## config.mk

```make
export PLATFORM = sky130hd
export DESIGN_NAME = dmem_bus_bridge_flat
export DESIGN_NICKNAME = d
export VERILOG_FILES = /design/src/rtl/dmem_bus_bridge_if.sv /design/src/rtl/dmem_bus_bridge.sv /design/src/flat_wrapper.sv
export SDC_FILE = /design/constraint.sdc
export NUM_CORES = 1
export LEC_CHECK = 0
export CAP_MARGIN = 20
export CORE_UTILIZATION = 40
export CTS_CLUSTER_SIZE = 10
export DETAILED_ROUTE_END_ITERATION = 8
export HOLD_SLACK_MARGIN = 0.12
export PLACE_DENSITY = 0.76
export SLEW_MARGIN = 20
export SYNTH_ARGS = -nofsm -noshare
export SYNTH_HDL_FRONTEND = slang
export SYNTH_SLANG_ARGS = --single-unit
```

## constraint.sdc

```tcl
create_clock -name clk -period 1.9 [get_ports clk]
set_clock_uncertainty 0.05 [all_clocks]
set_input_delay 0.38 -clock clk [delete_from_list [all_inputs] [get_ports clk]]
set_output_delay 0.38 -clock clk [all_outputs]
set_load 0.01 [all_outputs]
```

## src/rtl/dmem_bus_bridge_if.sv

```systemverilog
// Data-bus interface between dmem_bus_bridge (master) and the SoC data bus (slave).
// Carries the valid/ready request channel and the read-data/error response.
interface dmem_bus_bridge_if #(
    parameter int ADDR_W = 32
);
    logic              bus_valid;
    logic [ADDR_W-1:0] bus_addr;
    logic              bus_we;
    logic [3:0]        bus_be;
    logic [31:0]       bus_wdata;
    logic              bus_ready;
    logic [31:0]       bus_rdata;
    logic              bus_err;

    modport master (
        output bus_valid, bus_addr, bus_we, bus_be, bus_wdata,
        input  bus_ready, bus_rdata, bus_err
    );

    modport slave (
        input  bus_valid, bus_addr, bus_we, bus_be, bus_wdata,
        output bus_ready, bus_rdata, bus_err
    );
endinterface

```

## src/rtl/dmem_bus_bridge.sv

```systemverilog
// dmem_bus_bridge: converts the core LSU data request into one valid/ready bus
// transaction, stalling the core until the transaction completes.
// Optional feature macro: BUS_TIMEOUT_EN -- aborts a REQ that waits
// TIMEOUT_CYCLES cycles without bus_ready and returns ERR_RDATA.
module dmem_bus_bridge #(
    parameter int          ADDR_W         = 32,
    parameter int          TIMEOUT_CYCLES = 255,
    parameter logic [31:0] ERR_RDATA      = 32'hDEAD_BEEF
) (
    input  logic              clk,
    input  logic              rstn,
    input  logic [ADDR_W-1:0] data_addr,
    input  logic [3:0]        datamem_wr,
    input  logic [7:0]        data_out0,
    input  logic [7:0]        data_out1,
    input  logic [7:0]        data_out2,
    input  logic [7:0]        data_out3,
    input  logic              core_rd,
    output logic [31:0]       data_in,
    output logic              core_stall,
    output logic              err_flag,
    dmem_bus_bridge_if.master bus
);

    typedef enum logic [1:0] {IDLE, REQ, DONE} state_t;

    state_t            r_state;
    state_t            w_state_nxt;
    logic              w_stall;

    logic [ADDR_W-1:0] r_addr;
    logic              r_we;
    logic [3:0]        r_be;
    logic [31:0]       r_wdata;
    logic [31:0]       r_data_in;
    logic              r_err_flag;

    logic              w_is_wr;
    logic              w_req;
    logic              w_be_ok;
    logic              w_legal;
    logic              w_accept;
    logic              w_misalign;
    logic              w_done_ok;
    logic              w_tmo_abort;

    // Request decode; a write always wins over a simultaneous load.
    assign w_is_wr    = |datamem_wr;
    assign w_req      = core_rd | w_is_wr;
    assign w_legal    = !w_is_wr || w_be_ok;
    assign w_accept   = (r_state == IDLE) && w_req && w_legal;
    assign w_misalign = (r_state == IDLE) && w_is_wr && !w_be_ok;
    assign w_done_ok  = (r_state == REQ) && bus.bus_ready;

    // Only naturally aligned byte, halfword and word enables are issued.
    always_comb begin
        w_be_ok = 1'b0;
        case (datamem_wr)
            4'b0001, 4'b0010, 4'b0100, 4'b1000,
            4'b0011, 4'b1100, 4'b1111: w_be_ok = 1'b1;
            default:                   w_be_ok = 1'b0;
        endcase
    end

`ifdef BUS_TIMEOUT_EN
    localparam int CNT_W = ($clog2(TIMEOUT_CYCLES + 1) > 8) ? $clog2(TIMEOUT_CYCLES + 1) : 8;

    logic [CNT_W-1:0] r_tmo_cnt;
    logic [CNT_W-1:0] w_tmo_nxt;

    assign w_tmo_nxt   = r_tmo_cnt + 1'b1;
    // A ready in the limit cycle wins, so abort only when ready is absent.
    assign w_tmo_abort = (r_state == REQ) && !bus.bus_ready &&
                         (w_tmo_nxt >= CNT_W'(TIMEOUT_CYCLES));

    // Wait counter: cleared when a request enters REQ, counts unanswered REQ cycles.
    always_ff @(posedge clk or negedge rstn) begin
        if (!rstn)
            r_tmo_cnt <= '0;
        else if (w_accept)
            r_tmo_cnt <= '0;
        else if ((r_state == REQ) && !bus.bus_ready)
            r_tmo_cnt <= w_tmo_nxt;
    end
`else
    assign w_tmo_abort = 1'b0;
`endif

    // State register.
    always_ff @(posedge clk or negedge rstn) begin
        if (!rstn)
            r_state <= IDLE;
        else
            r_state <= w_state_nxt;
    end

    // Next state and stall; DONE releases the core and ignores its stale request.
    always_comb begin
        w_state_nxt = r_state;
        w_stall     = 1'b0;
        case (r_state)
            IDLE: begin
                if (w_req) begin
                    w_stall     = 1'b1;
                    w_state_nxt = w_legal ? REQ : DONE;
                end
            end
            REQ: begin
                w_stall = 1'b1;
                if (bus.bus_ready || w_tmo_abort)
                    w_state_nxt = DONE;
            end
            DONE:    w_state_nxt = IDLE;
            default: w_state_nxt = IDLE;
        endcase
    end

    // Stall is gated by reset so a core still presenting a request is released at once.
    assign core_stall = rstn & w_stall;

    // Request capture: bus fields are frozen from acceptance until the handshake.
    always_ff @(posedge clk or negedge rstn) begin
        if (!rstn) begin
            r_addr  <= '0;
            r_we    <= 1'b0;
            r_be    <= 4'b0000;
            r_wdata <= '0;
        end else if (w_accept) begin
            r_addr  <= data_addr & ~ADDR_W'(3);
            r_we    <= w_is_wr;
            r_be    <= w_is_wr ? datamem_wr : 4'b1111;
            r_wdata <= {data_out3, data_out2, data_out1, data_out0};
        end
    end

    // Read return and sticky error; writes never touch data_in.
    always_ff @(posedge clk or negedge rstn) begin
        if (!rstn) begin
            r_data_in  <= '0;
            r_err_flag <= 1'b0;
        end else begin
            if (w_done_ok && !r_we)
                r_data_in <= bus.bus_err ? ERR_RDATA : bus.bus_rdata;
            else if (w_tmo_abort && !r_we)
                r_data_in <= ERR_RDATA;
            if (w_misalign || (w_done_ok && bus.bus_err) || w_tmo_abort)
                r_err_flag <= 1'b1;
        end
    end

    assign bus.bus_valid = (r_state == REQ);
    assign bus.bus_addr  = r_addr;
    assign bus.bus_we    = r_we;
    assign bus.bus_be    = r_be;
    assign bus.bus_wdata = r_wdata;
    assign data_in       = r_data_in;
    assign err_flag      = r_err_flag;

endmodule

```

## src/flat_wrapper.sv

```systemverilog
// flat-port wrapper written by rule: the top's interface ports become plain ports
module dmem_bus_bridge_flat 
#(
    parameter int          ADDR_W         = 32,
    parameter int          TIMEOUT_CYCLES = 255,
    parameter logic [31:0] ERR_RDATA      = 32'hDEAD_BEEF
)
  (clk, rstn, data_addr, datamem_wr, data_out0, data_out1, data_out2, data_out3, core_rd, data_in, core_stall, err_flag, bus_bus_valid, bus_bus_addr, bus_bus_we, bus_bus_be, bus_bus_wdata, bus_bus_ready, bus_bus_rdata, bus_bus_err);
  dmem_bus_bridge_if #(.ADDR_W(ADDR_W)) bus_i ();
  input  logic clk;
  input  logic rstn;
  input  logic [ADDR_W-1:0] data_addr;
  input  logic [3:0] datamem_wr;
  input  logic [7:0] data_out0;
  input  logic [7:0] data_out1;
  input  logic [7:0] data_out2;
  input  logic [7:0] data_out3;
  input  logic core_rd;
  output logic [31:0] data_in;
  output logic core_stall;
  output logic err_flag;
  output wire logic [$bits(bus_i.bus_valid)-1:0] bus_bus_valid;
  output wire logic [$bits(bus_i.bus_addr)-1:0] bus_bus_addr;
  output wire logic [$bits(bus_i.bus_we)-1:0] bus_bus_we;
  output wire logic [$bits(bus_i.bus_be)-1:0] bus_bus_be;
  output wire logic [$bits(bus_i.bus_wdata)-1:0] bus_bus_wdata;
  input wire logic [$bits(bus_i.bus_ready)-1:0] bus_bus_ready;
  input wire logic [$bits(bus_i.bus_rdata)-1:0] bus_bus_rdata;
  input wire logic [$bits(bus_i.bus_err)-1:0] bus_bus_err;
  assign bus_bus_valid = bus_i.bus_valid;
  assign bus_bus_addr = bus_i.bus_addr;
  assign bus_bus_we = bus_i.bus_we;
  assign bus_bus_be = bus_i.bus_be;
  assign bus_bus_wdata = bus_i.bus_wdata;
  assign bus_i.bus_ready = bus_bus_ready;
  assign bus_i.bus_rdata = bus_bus_rdata;
  assign bus_i.bus_err = bus_bus_err;
  dmem_bus_bridge #(.ADDR_W(ADDR_W), .TIMEOUT_CYCLES(TIMEOUT_CYCLES), .ERR_RDATA(ERR_RDATA)) u_core (.clk(clk), .rstn(rstn), .data_addr(data_addr), .datamem_wr(datamem_wr), .data_out0(data_out0), .data_out1(data_out1), .data_out2(data_out2), .data_out3(data_out3), .core_rd(core_rd), .data_in(data_in), .core_stall(core_stall), .err_flag(err_flag), .bus(bus_i));
endmodule
```

==> impl_metrics.tcl, run 1 <==
set metrics [dict create \
    crit_path_start_kind "input port" \
    multi_input_area_mm2 0.00166 \
    finalCritPeriodShare 0.983 \
    drive_above_1_share 0.216 \
    synth_area_mm2 0.00437 \
    post_cts.repair.setup_buffers 0 \
    worst_slew_pin_slew_ns 0.724 \
    ios 209 \
    cp_max_fo 16 \
    slew_viol_final 0 \
    cts.reportedPaths.clkPinSlew_ns 0.09 \
    cts.sinks 102 \
    cap_violations 0 \
    avgRoutedWirePerCell_um 16.3 \
    ys_ff_latch 102 \
    regArea_mm2 0.00255 \
    use_met2 0.338 \
    yosysTopAreaCell "dfrtp_1" \
    insertion_delay_ns 0.37 \
    ir_drop_v 0.000811 \
    yosysWarnings 0 \
    grt_pass1_wl_mm 17.8 \
    outcome "completed" \
    setup_viol_count_final 0 \
    port_buffers 204 \
    drc_errors 0 \
    root_buffer "clkbuf_8" \
    period_minus_slack_ns 1.87 \
    drt_pass1_iterations 6 \
    stdcell_count 687 \
    place_inst 671 \
    grt_most_used_layer "met2" \
    grt_overflow_total 0 \
    yosys.cell_types.count 33 \
    h-tree-depth 3 \
    chipWidth_um 107 \
    antenna_found_initial 0 \
    slew_headroom 0.517 \
    crit_path_end_kind "flop" \
    cts_max_path_buffers 2 \
    grt_pass1_vias 3428 \
    area_delta_synth_final_pct 57.5 \
    drt-initial-drc-count 119 \
    core_area_mm2 0.0105 \
    setup_tns_ns 0 \
    p_leak_nw 3.11 \
    die_y_um 107 \
    synth_cells 323 \
    via_per_inst 4.82 \
    hold_class "in2async" \
    globalplace.congestion 0.820 \
    fin_util 0.658 \
    grt_max_degree 56 \
    synth-seq-area-share 0.584 \
    syn_avg_cell_area_um2 13.5 \
    path_class "in2reg" \
    clock.fmax_ghz 0.535 \
    dpl.hpwl_mm 8.17 \
    fp-row-count 37 \
    grt_use_met3 0.0472 \
    synth.area.top_cells "dfrtp_1, mux2_4, nand2_1" \
    synth_top_area_share 0.584 \
    p_per_area_mw_per_mm2 1570 \
    cp.required_ns 2.11 \
    finalNetCount 651 \
    numCtsBuffers 9 \
    total_power_mw 10.8 \
    num_vias 3310 \
    fill_cells 851 \
    drt-total-wl_mm 11.2 \
    grt_use_total 0.204 \
    grt_util_met1 0.253 \
    start_util 0.418 \
    hold_viol 0 \
    die-area_mm2 0.0114 \
    final_antenna_net_count 0 \
    rsz0062_at_grt "yes" \
    cp_data_arrival_time_ns 2.08 \
    antenna_cells 0 \
    cts_tree "done" \
]
layout make-up:
class                           instances  share of cell area
Multi-Input combinational cell        201               0.241
Timing Repair Buffer                  231               0.335
Clock inverter                          6             0.00890
Clock buffer                           10              0.0200
Tap cell                              136              0.0247
Sequential cell                       102               0.371
Inverter                                1            0.000545
cell families after synthesis:
family / after synthesis / synth area share
compound gates: 39 / 0.0570
buf+inv: 21 / 0.0415
flops: 102 / 0.584
mux: 62 / 0.210
other cells: 1 / 0.000858
simple gates: 98 / 0.107
cell usage after synthesis (all sizes together):
library cell	count
o31ai	1
a211oi	1
o21ai	25
conb	1
nor2b	1
nor3b	2
clkbuf	10
nor2	10
or3	2
nand2	65
nand3	1
o32a	1
and4	1
inv	1
dfrtp	102
o22a	6
o2bb2ai	1
nor3	4
mux2	62
or2	3
or4	1
nand3b	8
a21oi	3
a221oi	1
buf	10
stage by stage:
stage	hold WS [ns]	setup WS (ns)	instance area (um^2)
floorplan	0.0344	0.162	4380
global placement	0.399	-0.426	6680
detailed placement	0.406	-0.419	6680
CTS	0.0716	-0.0194	6870
global route	0.104	-0.0116	6890
finish	0.0727	0.0319	6890
path summary, 6_finish.rpt:
kind	from	end	slack, ns	cells past startpoint
worst max register to register	u_core.r_state[0]	u_core.bus.bus_wdata[25]	0.11	5
min in group clk	datamem_wr[2]	u_core.bus.bus_be[2]	0.37	3
max in group asynchronous	rstn	u_core.bus.bus_we	0.57	3
worst max-delay path	datamem_wr[1]	u_core.bus.bus_wdata[25]	0.03	7
worst min register to register	u_core.data_in[10]	u_core.data_in[10]	0.42	2
worst min-delay path	rstn	u_core.bus.bus_wdata[3]	0.07	2
repair_timing:
item	CTS	global route
endpoints found under the hold margin	47	47
gates cloned	0	0
setup endpoints to repair	2	61
resized for setup	7	5
worst max-delay path: stages:
cell	delay (ns)
clkdlybuf4s50_1	0.48
buf_4	0.14
and4_4	0.23
o31ai_4	0.09
nor2_8	0.20
buf_12	0.20
mux2_2	0.34
flip-flops by register name, indices dropped and copies added, names as in the netlist:
register              count
u_core.bus.bus_wdata     32
u_core.bus.bus_be         4
u_core.bus.bus_addr      30
u_core.err_flag           1
u_core.r_state            2
u_core.data_in           32
u_core.bus.bus_we         1
metal layers:
layer / up-vias / wire length [um]
met5: - / 0
met4: 0 / 255
met2: 124 / 5570
met3: 19 / 774
met1: 1628 / 4560
li1: 1539 / -
layout by cell type, fill, tap and decap left out, drive strengths merged:
cell type      synthesis  final
dlygate4sd2            0      2
a221oi                 1      1
bufinv                 0      1
or2                    3      3
conb                   1      2
nor3b                  2      2
nor2                  10     10
o31ai                  1      1
nand2                 65     65
clkinv                 0      4
nor3                   4      4
o21ai                 25     25
dlymetal6s2s           0      3
clkinvlp               0      1
nor2b                  1      1
or4                    1      1
nand3                  1      1
mux2                  62     62
o32a                   1      1
nand3b                 8      8
a21oi                  3      3
and4                   1      1
dfrtp                102    102
a211oi                 1      1
or3                    2      2
clkbuf                10     10
buf                   10     29
clkdlybuf4s50          0    197
inv                    1      1
o2bb2ai                1      1
o22a                   6      6
report_power, final:
part / total (mW) / internal, mW / switching, mW
sequential: 3.90 / 3.26 / 0.633
clock: 1.38 / 0.640 / 0.744
combinational: 5.52 / 3.51 / 2.01
(Power assumes the default switching activity.)
==> inputs of run 2 (changes only) <==
Settings changed: ABC_AREA set to 1.
==> run 2 against run 1 <==
Non-clock buffer count down 7. Clock-buffer cell count down 1. Sequential share of layout area is 0.74 points higher. Largest cell class unchanged. Highest routed layer unchanged.
==> impl_metrics.tcl, run 2 <==
set metrics [dict create \
    port_buffers 204 \
    insertion_delay_ns 0.36 \
    min_to "u_core.bus.bus_be[3]" \
    yosysWarnings 0 \
    hold_class "in2reg" \
    stdcell_count 815 \
    worst_slew_pin_slew_ns 0.536 \
    mostFrequentLayoutCells "clkdlybuf4s50_1, nand2_1, dfrtp_1" \
    num_vias 4111 \
    drt-total-wl_mm 12.3 \
    synth_cells 479 \
    p_leak_nw 3.15 \
    ir_drop_v 0.000729 \
    final_antenna_net_count 0 \
    layout_commonest_cell "clkdlybuf4s50_1" \
    critPathMaxStageDelay_ns 0.50 \
    crit_path_start_kind "input port" \
    r2r_cells 6 \
    h-tree-depth 3 \
    cp_max_fo 67 \
    grt_pass1_vias 3889 \
    avgRoutedWirePerCell_um 15.0 \
    yosys.cell_types.count 20 \
    hold_viol 0 \
    p_per_area_mw_per_mm2 1520 \
    antenna_found_initial 0 \
    cts.sinks 102 \
    core_area_mm2 0.0104 \
    regArea_mm2 0.00255 \
    chipWidth_um 106 \
    slew_viol_final 0 \
    met2_length_mm 6.16 \
    clock.fmax_ghz 0.546 \
    multi_input_area_mm2 0.00148 \
    setup_viol_count_final 0 \
    slew_headroom 0.642 \
    yosysMostFrequentCell "nand2_1" \
    cts_tree "done" \
    grt_overflow_total 0 \
    period_minus_slack_ns 1.83 \
    cp.required_ns 2.11 \
    synth-edff-count 0 \
    drc_errors 0 \
    cp_cell_sequence "clkdlybuf4s50_1, nor2_2, nand3_2, clkbuf_8, nand3_2, buf_12, nand2_1, nand2_1" \
    globalplace.congestion 0.817 \
    synth_area_mm2 0.00429 \
    cts.reportedPaths.clkPinSlew_ns 0.09 \
    ys.flop_type "dfrtp_1" \
    dpl_worst_slack_ns -0.541 \
    grt_pass1_wl_mm 19.7 \
    total_power_mw 10.3 \
    yosysTopAreaCell "dfrtp_1" \
    async_flop_share 1.00 \
    die_y_um 106 \
    synth_top_area_share 0.595 \
    synth-seq-area-share 0.595 \
    rrSetupSlack_ns 0.16 \
    finalCritPeriodShare 0.964 \
    crit_path_end_kind "flop" \
    area_delta_synth_final_pct 57.4 \
    ys_ff_latch 102 \
    antenna_cells 0 \
    ios 209 \
    setup_ws_ns 0.0688 \
    fill_cells 870 \
    r2r-start "u_core.r_state[0]" \
    wl_met3_um 859 \
    die-area_mm2 0.0111 \
    numCtsBuffers 9 \
    placed_area_mm2 0.00649 \
    drt_pass1_iterations 5 \
    place_inst 797 \
    root_buffer "clkbuf_8" \
    cts_max_path_buffers 2 \
    rsz0062_at_grt "yes" \
    met1_length_mm 5.06 \
    synth.area.top_cells "dfrtp_1, nand2_1, nand4_1" \
    path_class "in2reg" \
    outcome "completed" \
    syn_avg_cell_area_um2 8.95 \
    cap_violations 0 \
    via_per_inst 5.04 \
    drive_above_1_share 0.0663 \
    cp_data_arrival_time_ns 2.04 \
    stdcell_area_mm2 0.00675 \
    hold_start "datamem_wr[3]" \
    r2r_end "u_core.bus.bus_addr[7]" \
    synth_commonest_cells "nand2_1, dfrtp_1, nand4_1" \
    finalNetCount 779 \
    top_layer "met4" \
    crit_slowest_cell "clkdlybuf4s50_1" \
    grt_max_degree 103 \
    hold_depth 5 \
    dpl.hpwl_mm 8.51 \
    fp-row-count 37 \
    grt_use_total 0.224 \
    drt-initial-drc-count 293 \
    setup_tns_ns 0 \
    start_util 0.414 \
]
==> run 2: area by class of cell <==
cell class | count | share of cell area
flip-flops and latches | 102 | 0.378
clock buffers | 9 | 0.0183
inverters | 12 | 0.00667
multi-input cells | 325 | 0.220
clock inverters | 7 | 0.0167
repair buffers | 224 | 0.335
well taps | 136 | 0.0252
==> run 2: kinds of logic after synthesis <==
kind of cell / Yosys count / share of synthesized area
flops: 102 / 0.595
other cells: 1 / 0.000874
compound gates: 35 / 0.0420
buf+inv: 53 / 0.0627
simple gates: 288 / 0.299
==> run 2: stage by stage <==
step	util	hold slack, ns
2_1_floorplan	-	0.0344
5_1_grt	0.651	0.420
3_5_place_dp	0.626	0.407
3_3_place_gp	0.626	0.403
4_1_cts	0.650	0.430
6_report	0.651	0.381
==> run 2: how the worst max path moves through the flow <==
| stage | startpoint | endpoint | slack, ns | cells after the start |
|---|---|---|---|---|
| floorplan | u_core.r_state[0] | core_stall | 0.31 | 4 |
| global placement | datamem_wr[1] | u_core.bus.bus_addr[18] | -0.45 | 8 |
| detailed placement | datamem_wr[1] | u_core.bus.bus_addr[7] | -0.54 | 8 |
| CTS | datamem_wr[3] | core_stall | 0.02 | 6 |
| global route | datamem_wr[0] | u_core.bus.bus_addr[13] | -0.004 | 8 |
| finish | datamem_wr[0] | u_core.bus.bus_addr[7] | 0.07 | 8 |
==> run 2: power breakdown <==
part | switching, mW | leakage [nW] | internal [mW] | total [mW]
clock | 0.724 | 0.119 | 0.868 | 1.59
combinational | 2.31 | 1.82 | 2.60 | 4.91
sequential | 0.573 | 1.21 | 3.20 | 3.78
==> run 2: repair_timing <==
action	in CTS	in global routing
hold buffers	1	0
endpoints found under the setup margin	70	65
hold endpoints to repair	102	0
pin swaps	0	2
resized for setup	9	3
buffers inserted	0	1
==> run 2: metal layers <==
metal	track usage	vias to the layer above
met4	0.0833	0
met2	0.374	168
met3	0.0489	16
li1	-	1968
met5	0	-
met1	0.287	1959
==> run 2: worst max-delay path, delay by kind of cell <==
kind | cells | cell delay [ns]
buffers and inverters | 3 | 1.14
and+or+nand+nor | 5 | 0.50
==> inputs of run 3 (changes only) <==
Settings changed: HOLD_SLACK_MARGIN 0.12 to 0.02.
Clock period 1.9 ns to 1.75 ns, I/O delays scaled along.
==> run 3 against run 2 <==
Hold slack worse by 0.35 ns. Combinational power grew 10%. Non-clock buffer count increased by 1. Clock power increased by 7%. Sequential share of layout area decreased by 0.056 points. Sequential power is 7.9% higher. Critical path type is now in2out. Largest power group unchanged. Highest routed layer unchanged.
==> impl_metrics.tcl, run 3 (synthesis gave the netlist of run 2 again) <==
set metrics [dict create \
    finalCritPeriodShare 0.970 \
    grt_pass1_wl_mm 20.0 \
    setup_tns_ns 0 \
    ios 209 \
    crit_path_start_kind "input port" \
    mostFrequentLayoutCells "clkdlybuf4s50_1, nand2_1, dfrtp_1" \
    cp_cell_sequence "clkdlybuf4s50_1, inv_1, nand3_2, nand2_2, a21boi_2, buf_2" \
    cts.sinks 102 \
    drive_above_1_share 0.0678 \
    critical_path_buf_inv_count 3 \
    cts_tree "done" \
    final_antenna_net_count 0 \
    root_buffer "clkbuf_8" \
    cp_max_fo 2 \
    grt_pass1_vias 4060 \
    die-area_mm2 0.0111 \
    slew_headroom 0.641 \
    die_y_um 106 \
    path_class "in2out" \
    avgRoutedWirePerCell_um 15.0 \
    setup_ws_ns 0.0523 \
    cts_max_path_buffers 2 \
    numCtsBuffers 9 \
    cts.reportedPaths.clkPinSlew_ns 0.08 \
    core_area_mm2 0.0104 \
    antenna_cells 0 \
    globalplace.congestion 0.836 \
    holdWs_ns 0.0301 \
    h-tree-depth 3 \
    crit_slowest_cell "clkdlybuf4s50_1" \
    drc_errors 0 \
    outcome "completed" \
    dpl.hpwl_mm 8.59 \
    cp.required_ns 1.35 \
    drt-initial-drc-count 256 \
    crit_family "buffers and inverters" \
    cts_hold_buf 0 \
    rsz0062_at_grt "yes" \
    chipWidth_um 106 \
    drt_pass1_iterations 6 \
    grt_max_degree 103 \
    grt_use_total 0.225 \
    cap_violations 0 \
    start_util 0.414 \
    layout_commonest_cell "clkdlybuf4s50_1" \
    hold_class "in2async" \
    port_buffers 204 \
    via_per_inst 5.01 \
    antenna_found_initial 0 \
    num_vias 4078 \
    p_leak_nw 3.15 \
    critPathMaxStageDelay_ns 0.46 \
    drt-total-wl_mm 12.2 \
    period_minus_slack_ns 1.70 \
    cp_data_arrival_time_ns 1.30 \
    slew_viol_final 0 \
    setup_viol_count_final 0 \
    hold_viol 0 \
    dpl_worst_slack_ns -0.571 \
    area_delta_synth_final_pct 57.6 \
    worst_slew_pin_slew_ns 0.539 \
    ir_drop_v 0.000751 \
    crit_path_end_kind "output pin" \
    fp-row-count 37 \
    finalNetCount 780 \
    insertion_delay_ns 0.34 \
    p_per_area_mw_per_mm2 1660 \
    grt_overflow_total 0 \
    clock.fmax_ghz 0.589 \
]
==> run 3: what timing repair did <==
item / in CTS / in global routing
pin swaps: 2 / 4
setup endpoints to repair: 71 / 70
gates resized for setup: 12 / 8
setup buffers: 0 / 0
==> run 3: layer usage <==
metal / vias up / global-route usage / part of all wire
li1: 1968 / - / -
met1: 1955 / 0.301 / 0.43
met2: 142 / 0.374 / 0.49
met3: 13 / 0.0427 / 0.063
met4: 0 / 0.0625 / 0.013
met5: - / 0 / 0
==> run 3: cell type report <==
| type | count | area (um^2) |
|---|---|---|
| multi-input combinational | 325 | 1500 |
| tap | 136 | 170 |
| clock inverter | 4 | 97.6 |
| fill | 866 | 3610 |
| inverter | 12 | 45.0 |
| sequential | 102 | 2550 |
| clock buffer | 10 | 128 |
| timing repair buffer | 225 | 2270 |
==> run 3: final timing paths <==
check                      cells past startpoint  slack [ns]              startpoint                       end
setup / recovery                               6        0.05                 core_rd                core_stall
hold / removal                                 2        0.03                    rstn  u_core.bus.bus_wdata[14]
setup reg to reg                               6        0.15       u_core.r_state[0]    u_core.bus.bus_addr[7]
hold reg to reg                                2        0.43  u_core.bus.bus_addr[3]    u_core.bus.bus_addr[3]
max in group asynchronous                      2        1.22                    rstn   u_core.bus.bus_addr[13]
min in group clk                               2        0.43  u_core.bus.bus_addr[3]    u_core.bus.bus_addr[3]
==> run 3: power breakdown <==
part | internal, mW | leakage (nW) | switching (mW)
logic | 2.88 | 1.83 | 2.54
registers | 3.48 | 1.21 | 0.605
clock network | 0.936 | 0.108 | 0.761
==> run 3: metrics by stage <==
stage	cell area (um^2)	utilization	power (mW)	std cells
floorplan	4290	-	6.37	480
finish	6760	0.652	11.2	814
CTS	6740	0.650	11.3	814
global route	6760	0.652	12.0	814
global placement	6510	0.628	9.38	800
detailed placement	6510	0.628	9.55	800
